==> src/rtl/tmds_rx_pkg.sv <==
// rtl/tmds_rx_pkg.sv - shared types and constants for the TMDS receive path
package tmds_rx_pkg;

    typedef enum logic [2:0] {
        ST_IDLE   = 3'd0,
        ST_RESET  = 3'd1,
        ST_ALIGN  = 3'd2,
        ST_BOND   = 3'd3,
        ST_LOCKED = 3'd4,
        ST_FAIL   = 3'd5
    } lock_state_t;

    localparam int kNumCh   = 3;
    localparam int kChBlue  = 0;
    localparam int kChGreen = 1;
    localparam int kChRed   = 2;

endpackage

==> src/rtl/tmds_lock_timer.sv <==
// rtl/tmds_lock_timer.sv - loadable up-counter with terminal-count compare
module tmds_lock_timer #(
    parameter int W = 8
) (
    input  logic         clk,
    input  logic         rst,
    input  logic         i_clr,
    input  logic         i_load,
    input  logic [W-1:0] i_load_val,
    input  logic         i_en,
    input  logic [W-1:0] i_term,
    output logic         o_tc
);

    logic [W-1:0] r_count;

    // Clear wins over load, load wins over counting.
    always_ff @(posedge clk or posedge rst) begin
        if (rst) begin
            r_count <= '0;
        end else if (i_clr) begin
            r_count <= '0;
        end else if (i_load) begin
            r_count <= i_load_val;
        end else if (i_en) begin
            r_count <= r_count + 1'b1;
        end
    end

    assign o_tc = (r_count == i_term);

endmodule

==> src/rtl/tmds_lock_ctrl.sv <==
// rtl/tmds_lock_ctrl.sv - link-training supervisor for the three TMDS channel decoders
module tmds_lock_ctrl
    import tmds_rx_pkg::*;
#(
    parameter int kRstCycles    = 16,
    parameter int kAlignTimeout = 1048576,
    parameter int kStableCycles = 256,
    parameter int kMaxRetries   = 7,
    parameter int kVdeErrMax    = 4
) (
    input  logic              pixelclk,
    input  logic              arst,
    input  logic              enable,
    input  logic [kNumCh-1:0] pvld,
    input  logic [kNumCh-1:0] prdy,
    input  logic [kNumCh-1:0] palignerr,
    input  logic [kNumCh-1:0] pvde,
    output logic              prst,
    output logic              locked,
    output logic              lock_lost,
    output logic              fail,
    output logic [3:0]        retry_cnt,
    output logic [2:0]        state
);

    localparam int TW = $clog2(kAlignTimeout + 1);
    localparam int SW = $clog2(kStableCycles + 1);
    localparam int VW = $clog2(kVdeErrMax + 1);

    // The timeout timer is preloaded with 1 so its value equals the ALIGN/BOND cycle number.
    localparam logic [TW-1:0] lp_rst_last    = TW'(kRstCycles - 1);
    localparam logic [TW-1:0] lp_timeout     = TW'(kAlignTimeout);
    localparam logic [TW-1:0] lp_tmr_first   = TW'(1);
    localparam logic [SW-1:0] lp_stable_last = SW'(kStableCycles - 1);
    localparam logic [VW-1:0] lp_vde_last    = VW'(kVdeErrMax - 1);
    localparam logic [3:0]    lp_max_retries = 4'(kMaxRetries);

    lock_state_t   r_state;
    logic          r_prst;
    logic          r_locked;
    logic          r_lock_lost;
    logic          r_fail;
    logic [3:0]    r_retry_cnt;
    logic [VW-1:0] r_vde_cnt;

    logic          w_all_vld;
    logic          w_all_rdy;
    logic          w_any_err;
    logic          w_vde_mismatch;
    logic          w_in_training;
    logic          w_tmr_clr;
    logic          w_tmr_load;
    logic [TW-1:0] w_tmr_term;
    logic          w_tmr_tc;
    logic          w_rst_done;
    logic          w_timeout;
    logic          w_stab_clr;
    logic          w_stab_tc;
    logic          w_stable_done;
    logic          w_vde_loss;
    logic          w_lock_loss;
    logic          w_retry;
    logic [3:0]    w_retry_next;

    assign w_all_vld = pvld[kChBlue] & pvld[kChGreen] & pvld[kChRed];
    assign w_all_rdy = prdy[kChBlue] & prdy[kChGreen] & prdy[kChRed];
    assign w_any_err = |palignerr;
    assign w_vde_mismatch = (pvde[kChBlue] != pvde[kChGreen]) ||
                            (pvde[kChGreen] != pvde[kChRed]);

    assign w_in_training = (r_state == ST_RESET) || (r_state == ST_ALIGN) ||
                           (r_state == ST_BOND);

    // One timer serves both the RESET hold and the ALIGN/BOND timeout.
    assign w_tmr_term = (r_state == ST_RESET) ? lp_rst_last : lp_timeout;
    assign w_rst_done = (r_state == ST_RESET) && w_tmr_tc;
    assign w_timeout  = ((r_state == ST_ALIGN) || (r_state == ST_BOND)) && w_tmr_tc;

    assign w_stable_done = w_all_rdy && w_stab_tc;
    assign w_vde_loss    = w_vde_mismatch && (r_vde_cnt == lp_vde_last);
    assign w_lock_loss   = !w_all_vld || !w_all_rdy || w_any_err || w_vde_loss;

    assign w_retry = enable &&
        (((r_state == ST_ALIGN) && (w_any_err || (!w_all_vld && w_timeout))) ||
         ((r_state == ST_BOND) &&
          (w_any_err || !w_all_vld || (!w_stable_done && w_timeout))));

    assign w_retry_next = (r_retry_cnt == 4'hF) ? 4'hF : (r_retry_cnt + 4'd1);

    assign w_tmr_clr  = w_retry || !w_in_training;
    assign w_tmr_load = w_rst_done;
    assign w_stab_clr = !((r_state == ST_BOND) && w_all_rdy);

    tmds_lock_timer #(
        .W (TW)
    ) u_tmr (
        .clk        (pixelclk),
        .rst        (arst),
        .i_clr      (w_tmr_clr),
        .i_load     (w_tmr_load),
        .i_load_val (lp_tmr_first),
        .i_en       (w_in_training),
        .i_term     (w_tmr_term),
        .o_tc       (w_tmr_tc)
    );

    tmds_lock_timer #(
        .W (SW)
    ) u_stable (
        .clk        (pixelclk),
        .rst        (arst),
        .i_clr      (w_stab_clr),
        .i_load     (1'b0),
        .i_load_val ('0),
        .i_en       (1'b1),
        .i_term     (lp_stable_last),
        .o_tc       (w_stab_tc)
    );

    // Consecutive-cycle count of vde disagreement while the link is locked.
    always_ff @(posedge pixelclk or posedge arst) begin
        if (arst) begin
            r_vde_cnt <= '0;
        end else if (enable && (r_state == ST_LOCKED) && w_vde_mismatch) begin
            r_vde_cnt <= r_vde_cnt + 1'b1;
        end else begin
            r_vde_cnt <= '0;
        end
    end

    // Training FSM with registered status outputs; enable=0 overrides everything.
    always_ff @(posedge pixelclk or posedge arst) begin
        if (arst) begin
            r_state     <= ST_IDLE;
            r_prst      <= 1'b1;
            r_locked    <= 1'b0;
            r_lock_lost <= 1'b0;
            r_fail      <= 1'b0;
            r_retry_cnt <= 4'd0;
        end else begin
            r_lock_lost <= 1'b0;
            if (!enable) begin
                r_state  <= ST_IDLE;
                r_prst   <= 1'b1;
                r_locked <= 1'b0;
                r_fail   <= 1'b0;
            end else if (w_retry) begin
                r_retry_cnt <= w_retry_next;
                r_prst      <= 1'b1;
                if (w_retry_next == lp_max_retries) begin
                    r_state <= ST_FAIL;
                    r_fail  <= 1'b1;
                end else begin
                    r_state <= ST_RESET;
                end
            end else begin
                case (r_state)
                    ST_IDLE: begin
                        r_state     <= ST_RESET;
                        r_retry_cnt <= 4'd0;
                        r_prst      <= 1'b1;
                    end
                    ST_RESET: begin
                        if (w_rst_done) begin
                            r_state <= ST_ALIGN;
                            r_prst  <= 1'b0;
                        end
                    end
                    ST_ALIGN: begin
                        if (w_all_vld) begin
                            r_state <= ST_BOND;
                        end
                    end
                    ST_BOND: begin
                        if (w_stable_done) begin
                            r_state  <= ST_LOCKED;
                            r_locked <= 1'b1;
                        end
                    end
                    ST_LOCKED: begin
                        if (w_lock_loss) begin
                            r_state     <= ST_RESET;
                            r_locked    <= 1'b0;
                            r_lock_lost <= 1'b1;
                            r_prst      <= 1'b1;
                            r_retry_cnt <= 4'd0;
                        end
                    end
                    ST_FAIL: begin
                        r_state <= ST_FAIL;
                    end
                    default: begin
                        r_state  <= ST_IDLE;
                        r_prst   <= 1'b1;
                        r_locked <= 1'b0;
                        r_fail   <= 1'b0;
                    end
                endcase
            end
        end
    end

    assign prst      = r_prst;
    assign locked    = r_locked;
    assign lock_lost = r_lock_lost;
    assign fail      = r_fail;
    assign retry_cnt = r_retry_cnt;
    assign state     = r_state;

endmodule

==> config.mk <==
export PLATFORM = sky130hd
export DESIGN_NAME = tmds_lock_ctrl
export DESIGN_NICKNAME = d
export VERILOG_FILES = /design/src/rtl/tmds_rx_pkg.sv /design/src/rtl/tmds_lock_timer.sv /design/src/rtl/tmds_lock_ctrl.sv
export SDC_FILE = /design/constraint.sdc
export NUM_CORES = 1
export LEC_CHECK = 0
export BUFFER_PORTS_ARGS = -buffer_cell sky130_fd_sc_hd__buf_4
export CORE_UTILIZATION = 56
export CTS_BUF_LIST = sky130_fd_sc_hd__clkbuf_8
export CTS_CLUSTER_SIZE = 24
export DETAILED_ROUTE_END_ITERATION = 8
export HOLD_SLACK_MARGIN = 0.05
export PLACE_DENSITY = 0.85
export SLEW_MARGIN = 10
export SYNTH_ARGS = -nofsm -noshare
export SYNTH_HDL_FRONTEND = slang
export SYNTH_HIERARCHICAL = 1
export SYNTH_SLANG_ARGS = --single-unit
==> constraint.sdc <==
create_clock -name pixelclk -period 3.6 [get_ports pixelclk]
set_input_delay 0.18 -clock pixelclk [delete_from_list [all_inputs] [get_ports pixelclk]]
set_output_delay 0.18 -clock pixelclk [all_outputs]
set_load 0.02 [all_outputs]
==> run_results.csv, run 1 <==
group,metric,value,unit
yosys,async_flop_share,100,%
cts,ctsRootBufferMaster,"clkbuf_8",
floorplan,fp.dieW,77.2,um
cells_and_area,nNetsFinal,466,
floorplan,die-area,0.00597,mm^2
yosys,synth_area,0.00317,mm^2
placement,gp_congestion,0.907,
worst_setup_path,path_class,"flip-flop to flip-flop",
cts,cts.clk_slew.worst_paths,90,ps
worst_setup_path,worstPathArrival,3540,ps
yosys,ys_seq_area_share,34.8,%
cells_and_area,drive_gt1_share,13.4,%
yosys,synth_flop_cell,"dfrtp_1",
worst_setup_path,crit_path_top_delay_cell,"dfrtp_1",
pwr,power.density,453,mW/mm^2
pwr,p_clk_share,30.3,%
min_path,hold_class,"input pin to flip-flop",
floorplan,start_util,57.9,%
drt,vias_per_cell,5.59,
worst_setup_path,worstReg2RegEnd,"u_tmr/r_count[16]",
sta,min_period,3360,ps
yosys,synth.distinct_cells,64,
worst_setup_path,reg2reg_from,"state[2]",
cells_and_area,antenna_cells,0,
global_route,grt.total_usage,26.9,%
worst_setup_path,crit_chain,"nand2b_1, nor2_4, inv_1, xor2_1, nor3_1, nand4_1, nor4_2, buf_4, nand2_2, o221ai_4, nand3_4, nand2_1, nor2_1, nand2_1, and4b_1, or3_1",
placement,io_buffers,25,
worst_setup_path,worstRegToRegCells,16,
pwr,vdd_drop_max,0.295,mV
yosys,netlist_top_cells_area,"dfrtp_1, xor2_1, xnor2_1",
global_route,grt_pass1_vias,2850,
placement,dp_slack,205,ps
pwr,p_int,1100,uW
worst_setup_path,cp.required,3780,ps
worst_setup_path,cp-end-kind,"flip-flop",
yosys,synthCells,370,
worst_setup_path,cpMostUsedCell,"nand2_1",
worst_setup_path,critPathBufInv,2,
yosys,synth_edf_count,0,
yosys,syn-mean-instance-area,8.57,um^2
drt,dr.pass1.iters,4,
floorplan,die_y,77.2,um
sta,finalSetupTns,0,ps
worst_setup_path,start_kind,"flip-flop",
worst_setup_path,r2r_setup_slack,240,ps
worst_setup_path,cpPeakStageDelay,380,ps
cts,htree_levels,2,
drt,drt_iter0_drc,240,
sta,tightest_slew,839,ps
pwr,p_switching,625,uW
cells_and_area,syn_to_final_growth,19.7,%
cts,cts_buffers,5,
sta,timing.fmax,0.298,GHz
sta,hold_violations,0,
pwr,combinationalPowerShare,36.9,%
cts,clock_latency,300,ps
sta,whs,191,ps
floorplan,num_io_pins,26,
yosys,ys_ff_latch,44,
cts,clock-sinks,44,
job,drv_cap,0,
worst_setup_path,cp.depth,16,
yosys,yosys_warnings,6,
sta,skew,5.03,ps
yosys,yosys.area.top_type,"dfrtp_1",
pwr,seq_power_share,32.7,%
cts,clockBufferDepth,2,
worst_setup_path,crit_family,"simple AND/OR/NAND/NOR gates",
global_route,grt_pass1_wl,12800,um
global_route,grt_max_degree,23,
global_route,antenna_found_initial,0,
sta,setup-violations-final,0,
floorplan,core-area,0.00547,mm^2
sta,relSlewSlack,43.5,%
placement,dpl_cell_area,0.00361,mm^2
sta,fin_crit_sh,93.2,%
drt,wl_per_cell,14.3,um
drt,drc,0,
floorplan,row_count,27,
cells_and_area,fin_area,0.00380,mm^2
yosys,synth_common_cells,"dfrtp_1, nor2_1, nand2_1",
global_route,grt_overflow,0,
run_status,status,"finished clean",
sta,drv_slew,0,
worst_setup_path,cp_max_fo,8,
pwr,p_leak,0.00160,uW
pwr,switching_share,36.3,%
yosys,synth_top_area_share,33.9,%
sta,fin_ws,245,ps
cts,cts_tree,"done",
drt,ant_nets,0,
placement,hpwl,5220,um
yosys,synth.most_common_cell,"dfrtp_1",
drt,wirelength,7410,um
min_path,holdPathStages,2,
worst_setup_path,worstSetupStartpoint,"state[2]",
drt,vias,2901,
worst_setup_path,cp-endpoint,"u_tmr/r_count[16]",
-- area by class of cell --
class                   instances  area, um^2
clock buffers                   5        68.8
clock inverters                 3        90.1
fillers                       432        1680
inverters                      17        67.6
multi-input cells             344        2120
flip-flops and latches         44        1100
well taps                      72        90.1
repair buffers                 34         258
-- state kept, by name, summed over array words and instances, names as in the netlist --
name and flops:
prst 1, retry_cnt 4, u_tmr/r_count 21, lock_lost 1, u_stable/r_count 9, fail 1, locked 1, state 3
r_vde_cnt 3
-- repair_timing --
item / in CTS / in global routing
hold endpoints to repair: 22 / 0
endpoints found under the setup margin: 0 / 4
gates resized for setup: 0 / 3
buffers inserted: 0 / 0
hold buffers: 1 / 0
-- layout by cell type, fill, tap and decap left out, types with 2 or more instances in the layout --
| master | instances |
|---|---|
| nand3b_1 | 2 |
| dfrtp_1 | 43 |
| or3_1 | 8 |
| nand3_1 | 22 |
| nor2_1 | 33 |
| nor3_1 | 11 |
| nand4_1 | 11 |
| a2111oi_0 | 3 |
| a21oi_1 | 18 |
| o211ai_1 | 5 |
| a211oi_1 | 13 |
| clkbuf_8 | 5 |
| nand2b_1 | 2 |
| a31oi_1 | 4 |
| ha_1 | 5 |
| bufinv_16 | 3 |
| conb_1 | 57 |
| buf_4 | 33 |
| o22ai_1 | 2 |
| xor2_1 | 24 |
| and2_1 | 2 |
| a311oi_1 | 6 |
| or4_1 | 2 |
| xnor2_1 | 21 |
| nor2b_1 | 2 |
| nand2_1 | 30 |
| nor4_2 | 2 |
| and4_1 | 3 |
| inv_1 | 16 |
| nor3b_1 | 6 |
| o21ai_0 | 14 |
| nor4_1 | 8 |
-- worst register-to-register path: stages (launching register included) --
cell,delay (ps)
dfrtp_1,380
nand2b_1,210
nor2_4,210
inv_1,110
xor2_1,170
nor3_1,140
nand4_1,130
nor4_2,240
buf_4,190
nand2_2,80
o221ai_4,250
nand3_4,160
nand2_1,150
nor2_1,90
nand2_1,180
and4b_1,210
or3_1,340
-- worst min-delay path by stage --
stage            from                   to  slack [ps]
2_1_floorplan    arst  u_stable/r_count[0]           8
3_3_place_gp     arst  u_stable/r_count[5]         190
3_5_place_dp     arst  u_stable/r_count[4]         200
4_1_cts        enable             state[2]         180
5_1_grt        enable             state[2]         180
6_report       enable             state[2]         190
-- power by group through the flow --
| stage | clock [uW] | combinational (uW) | sequential, uW |
|---|---|---|---|
| finish | 522 | 635 | 563 |
| global route | 550 | 692 | 567 |
| floorplan | 0 | 421 | 592 |
| global placement | 0 | 584 | 568 |
| CTS | 530 | 613 | 560 |
| detailed placement | 0 | 603 | 570 |
-- through the flow --
stage | util [%] | std cells | total power [uW]
after floorplan | - | 425 | 1010
after global placement | 65.9 | 510 | 1150
after detailed placement | 65.9 | 510 | 1170
after CTS | 69.0 | 519 | 1700
after global routing | 69.4 | 519 | 1810
final | 69.4 | 519 | 1720
-- cells by family after synthesis --
kind of cell / count (synthesis) / share of synthesized area [%]
DFF: 44 / 34.8
and+or+nand+nor: 159 / 27.9
muxes: 2 / 0.671
other: 2 / 0.237
xor gates and xnor gates: 45 / 12.4
buffers and inverters: 37 / 5.68
AOI/OAI and AO/OA: 76 / 16.4
adders and majority gates: 5 / 1.97
-- routing by layer --
metal	wire, um	part of all wire (%)	up-vias	GRT usage [%]
met2	3680	50	100	45.0
met5	0	0	-	0
met1	3260	44	1350	33.8
li1	-	-	1441	-
met3	358	4.8	10	4.52
met4	112	1.5	0	11.9
Note: power is estimated with default switching activity, not from simulation.
==> inputs of run 2 (changes only) <==
- CORE_UTILIZATION: 56 -> 50
- PLACE_DENSITY: 0.85 -> 0.78
==> run 2 against run 1 <==
  * Wire length fell by 1.1%
  * Clock skew increased by 3.1 ps
  * Die area rose by 12%
  * Sequential power barely moved
  * Final cell count up 0.58%
==> run_results.csv, run 2 (synthesized netlist as in run 1, its figures left out) <==
group,metric,value,unit
global_route,antenna_found_initial,0,
cts,cts_buffers,5,
drt,wl_per_cell,14.0,um
pwr,vdd_drop_max,0.270,mV
worst_setup_path,worstPathArrival,3450,ps
sta,tightest_slew,858,ps
global_route,grt_pass1_wl,12400,um
worst_setup_path,worstRegToRegCells,16,
placement,dpl_cell_area,0.00361,mm^2
sta,relSlewSlack,42.8,%
sta,min_period,3260,ps
run_status,status,"finished clean",
sta,timing.fmax,0.307,GHz
min_path,hold_class,"input pin to flip-flop",
worst_setup_path,start_kind,"flip-flop",
floorplan,die-area,0.00666,mm^2
worst_setup_path,cp.required,3790,ps
cts,ctsRootBufferMaster,"clkbuf_8",
global_route,grt_max_degree,23,
worst_setup_path,reg2reg_from,"state[2]",
sta,fin_crit_sh,90.5,%
drt,drt_iter0_drc,345,
worst_setup_path,worstReg2RegEnd,"u_tmr/r_count[16]",
worst_setup_path,path_class,"flip-flop to flip-flop",
drt,ant_nets,0,
floorplan,core-area,0.00603,mm^2
placement,hpwl,5310,um
cells_and_area,nNetsFinal,466,
floorplan,num_io_pins,26,
sta,drv_slew,0,
cells_and_area,layout_common_cells,"conb_1, dfrtp_1, nor2_1, buf_4, nand2_1",
pwr,power.density,421,mW/mm^2
floorplan,fp.dieW,81.6,um
drt,vias,2908,
drt,drc,0,
cells_and_area,final_common_cell,"conb_1",
floorplan,die_y,81.6,um
sta,finalSetupTns,0,ps
cts,cts.clk_slew.worst_paths,90,ps
pwr,p_leak,0.00158,uW
worst_setup_path,cp-end-kind,"flip-flop",
sta,hold_violations,0,
global_route,grt.total_usage,24.1,%
cells_and_area,fin_area,0.00376,mm^2
cells_and_area,largest_reg_flops,21,
sta,setup-violations-final,0,
cells_and_area,drive_gt1_share,13.6,%
cts,clock-sinks,44,
floorplan,row_count,28,
cts,post_cts_buffers,0,
global_route,grt_pass1_vias,2731,
drt,wirelength,7330,um
placement,gp_congestion,0.891,
cells_and_area,syn_to_final_growth,18.5,%
cts,clockBufferDepth,2,
worst_setup_path,cp_max_fo,8,
global_route,grt_overflow,0,
drt,dr.pass1.iters,4,
worst_setup_path,cp-endpoint,"u_tmr/r_count[16]",
cts,htree_levels,2,
worst_setup_path,worstSetupStartpoint,"state[2]",
placement,dp_slack,153,ps
cts,clock_latency,300,ps
cells_and_area,top_register,"u_tmr/r_count",
sta,skew,8.14,ps
sta,rsz0062_at_grt,"no",
placement,io_buffers,25,
worst_setup_path,r2r_setup_slack,340,ps
sta,fin_ws,340,ps
cts,cts_tree,"done",
cells_and_area,antenna_cells,0,
job,drv_cap,0,
floorplan,start_util,52.6,%
drt,vias_per_cell,5.57,
[run 2: cell types whose count changed in the layout (fill, tap and decap cells not counted), sizes merged]
cell	before	now
inv	16	17
bufinv	3	1
clkinvlp	1	2
[run 2: layer usage]
metal	global-route usage (%)	routed length [um]	vias up
met1	31.5	3310	1380
met3	4.44	332	9
li1	-	-	1445
met2	40.8	3610	74
met5	0	0	-
met4	6.49	81	0
[run 2: worst min-delay path by stage]
stage | from | endpoint | slack [ps] | depth (start not counted)
final | enable | state[2] | 190 | 2
after global routing | enable | state[2] | 200 | 2
after CTS | enable | state[2] | 190 | 2
after detailed placement | arst | u_stable/r_count[4] | 200 | 2
after global placement | arst | u_stable/r_count[4] | 190 | 2
after floorplan | arst | u_stable/r_count[0] | 8 | 1
[run 2: area by class of cell]
class                      count  area [um^2]
sequential                    44         1100
timing repair buffer          34          258
multi-input combinational    344         2120
fill                         537         2270
clock buffer                   5         68.8
tap                           75         93.8
clock inverter                 3         46.3
inverter                      17         67.6
[run 2: power by group]
part / switching [uW] / internal, uW / total (uW)
clock: 190 / 209 / 399
combinational: 401 / 221 / 622
sequential: 35.7 / 527 / 562
[run 2: repair_timing]
item / in CTS / in global routing
resized for setup: 0 / 4
endpoints found under the hold margin: 22 / 0
hold buffers: 1 / 0
setup endpoints to repair: 0 / 8
[run 2: metrics by stage]
| step | power, uW | cells | hold WS (ps) | utilization [%] |
|---|---|---|---|---|
| final | 1580 | 522 | 193 | 62.4 |
| after floorplan | 1010 | 425 | 7.92 | - |
| after CTS | 1570 | 522 | 190 | 62.0 |
| after detailed placement | 1170 | 513 | 202 | 59.9 |
| after global routing | 1680 | 522 | 195 | 62.4 |
| after global placement | 1160 | 513 | 193 | 59.9 |
[run 2: worst max-delay path, stage by stage (launching register included)]
cell      delay, ps
dfrtp_1         380
nand2b_1        210
nor2_4          220
inv_1           100
xor2_1          160
nor3_1          130
nand4_1         130
nor4_2          270
buf_4           190
nor2_1           80
o221ai_4        250
nand3_4         160
nand2_1         110
nor2_1           70
nand2_1         150
and4b_1         200
or3_1           330
==> inputs of run 3 (changes only) <==
- CORE_MARGIN: unset -> 2
- PLACE_DENSITY: 0.78 -> 0.8
- SYNTH_HIERARCHICAL: 1 -> unset
==> run 3 against run 2 <==
  * Sequential share of layout area increased by 12 points
  * Non-clock buffer count decreased by 7
  * Final cell count decreased by 38%
  * Wire length decreased by 40%
  * Sequential power decreased by 10%
  * Total power decreased by 41%
  * Largest power group is now registers
  * Highest routed layer unchanged
==> run_results.csv, run 3 <==
group,metric,value,unit
yosys,synth_nets,266,
global_route,grt_overflow,0,
drt,vias_per_cell,5.56,
cells_and_area,layout_common_cells,"dfrtp_1, nor2_1, buf_4, nand3_1, xnor2_1",
global_route,grt_busiest_layer,"met2",
placement,gp_congestion,0.923,
yosys,synth_edf_count,0,
yosys,syn-mean-instance-area,9.47,um^2
sta,finalSetupTns,0,ps
cts,clock-sinks,44,
global_route,use_met3,3.89,%
global_route,met2_usage,31.0,%
job,drv_cap,0,
floorplan,fp.dieW,72.1,um
drt,wirelength,4400,um
yosys,yosys_warnings,0,
sta,relSlewSlack,63.6,%
floorplan,die_y,72.1,um
worst_setup_path,cp-end-kind,"flip-flop",
floorplan,die-area,0.00520,mm^2
drt,wl_per_cell,13.5,um
cells_and_area,syn_to_final_growth,14.3,%
cts,ctsResizeCount,0,
sta,skew,11.1,ps
sta,whs,173,ps
worst_setup_path,cp.required,3820,ps
floorplan,num_io_pins,26,
worst_setup_path,path_class,"flip-flop to flip-flop",
global_route,grt_pass1_vias,1756,
floorplan,start_util,52.6,%
yosys,synth.distinct_cells,44,
min_path,holdPathStages,2,
floorplan,core-area,0.00441,mm^2
cells_and_area,final_common_cell,"dfrtp_1",
sta,drv_slew,0,
sta,fin_crit_sh,75.5,%
global_route,grt_max_degree,45,
cts,clockBufferDepth,2,
pwr,vdd_drop_max,0.230,mV
yosys,synthCells,245,
yosys,synth_area,0.00232,mm^2
min_path,hold_class,"input pin to flip-flop",
drt,drt_iter0_drc,103,
yosys,async_flop_share,100,%
yosys,synth_top_area_share,46.4,%
sta,timing.fmax,0.368,GHz
worst_setup_path,cpPeakStageDelay,660,ps
yosys,synth.most_common_cell,"dfrtp_1",
worst_setup_path,worstPathArrival,2940,ps
cts,cts_buffers,5,
yosys,synth_common_cells,"dfrtp_1, nor2_1, nand3_1, xnor2_1, inv_1",
cts,ctsRootBufferMaster,"clkbuf_8",
drt,vias,1806,
worst_setup_path,worstRegToRegCells,10,
cells_and_area,nNetsFinal,293,
yosys,ys_ff_latch,44,
worst_setup_path,reg2reg_from,"u_stable.r_count[0]",
pwr,p_leak,0.00116,uW
sta,hold_violations,0,
worst_setup_path,worstSetupStartpoint,"u_stable.r_count[0]",
yosys,yosys.area.top_type,"dfrtp_1",
cts,clock_latency,290,ps
yosys,netlist_top_cells_area,"dfrtp_1, nor2_1, xnor2_1",
worst_setup_path,crit_path_top_delay_cell,"or4b_4",
cells_and_area,antenna_cells,0,
min_path,hold_start,"enable",
global_route,grt_use_met1,24.8,%
placement,hpwl,3260,um
cts,cts_tree,"done",
cells_and_area,top_register,"u_tmr.r_count",
global_route,antenna_found_initial,0,
placement,io_buffers,25,
drt,dr.pass1.iters,4,
pwr,power.density,349,mW/mm^2
drt,drc,0,
cts,cts.clk_slew.worst_paths,90,ps
cts,htree_levels,2,
sta,min_period,2720,ps
cells_and_area,drive_gt1_share,14.7,%
worst_setup_path,cp_max_fo,20,
sta,rsz0062_at_grt,"no",
yosys,synth_flop_cell,"dfrtp_1",
sta,setup-violations-final,0,
worst_setup_path,crit_chain,"ha_1, nand3_1, nor3_1, ha_1, and4_1, a211o_1, a211o_1, a21oi_4, or4b_4, nor2_1",
floorplan,row_count,24,
sta,tightest_slew,538,ps
global_route,grt.total_usage,18.6,%
global_route,grt_pass1_wl,7670,um
yosys,ys_seq_area_share,47.5,%
cells_and_area,largest_reg_flops,21,
run_status,status,"finished clean",
worst_setup_path,start_kind,"flip-flop",
drt,ant_nets,0,
## run 3: changes by cell type after synthesis, sizes merged, moves of 6 or more
cell,change
nand2,-19
nand3,-7
clkbuf,-7
a21oi,-9
a211oi,-11
o21ai,-7
nor2,+6
and3,+9
xor2,-16
nor3b,-7
nor3,-6
## run 3: stage by stage
stage               cells  setup slack (ps)  util [%]  total power, uW  cell area, um^2
CTS                   325               894      60.1              937             2650
finish                325               882      60.1              927             2650
global placement      316              1030      57.4              566             2530
global route          325               653      60.1              963             2650
floorplan             245              1180         -              547             2320
detailed placement    316               913      57.4              567             2530
## run 3: kinds of logic after synthesis
| logic type | Yosys count | synth area share, % |
|---|---|---|
| and+or+nand+nor | 118 | 26.1 |
| DFF | 44 | 47.5 |
| AOI/OAI and AO/OA | 32 | 9.49 |
| xor gates and xnor gates | 24 | 9.06 |
| buffers and inverters | 20 | 4.20 |
| adders and majority gates | 6 | 3.23 |
| muxes | 1 | 0.431 |
## run 3: layout make-up
cell class / count / area (um^2)
timing repair buffer: 27 / 205
tap: 52 / 65.1
inverter: 13 / 48.8
clock inverter: 3 / 42.5
clock buffer: 5 / 68.8
fill: 356 / 1760
sequential: 44 / 1100
multi-input combinational: 181 / 1120
## run 3: report_power, final
group	switching, uW	total, uW	internal (uW)
sequential	5.58	503	497
combinational	32.4	54.4	22.0
clock	164	370	205
total	202	927	724
## run 3: final timing paths
path	to	slack [ps]
min in group asynchronous	u_tmr.r_count[20]	580
worst min register to register	r_vde_cnt[0]	450
worst min-delay path	state[2]	170
worst max-delay path	u_tmr.r_count[11]	880
worst max register to register	u_tmr.r_count[11]	880
max in group asynchronous	prst	2650
## run 3: worst max-delay path: cells and delay by family, from the launching register on
kind                     cells  cell delay (ps)
adder cells (fa/ha/maj)      2              380
AND/OR/NAND/NOR              5             1400
AO/OA/AOI/OAI                3              460
flip-flops                   1              400
## run 3: timing repair
item                                   in CTS  in global routing
endpoints found under the hold margin      43                  0
hold buffers                                1                  0
setup buffers                               0                  0
## run 3: routing by layer
metal	up-vias	share of wire (%)
met5	-	0
li1	914	-
met2	26	51
met3	2	2.7
met4	0	0.57
met1	864	46
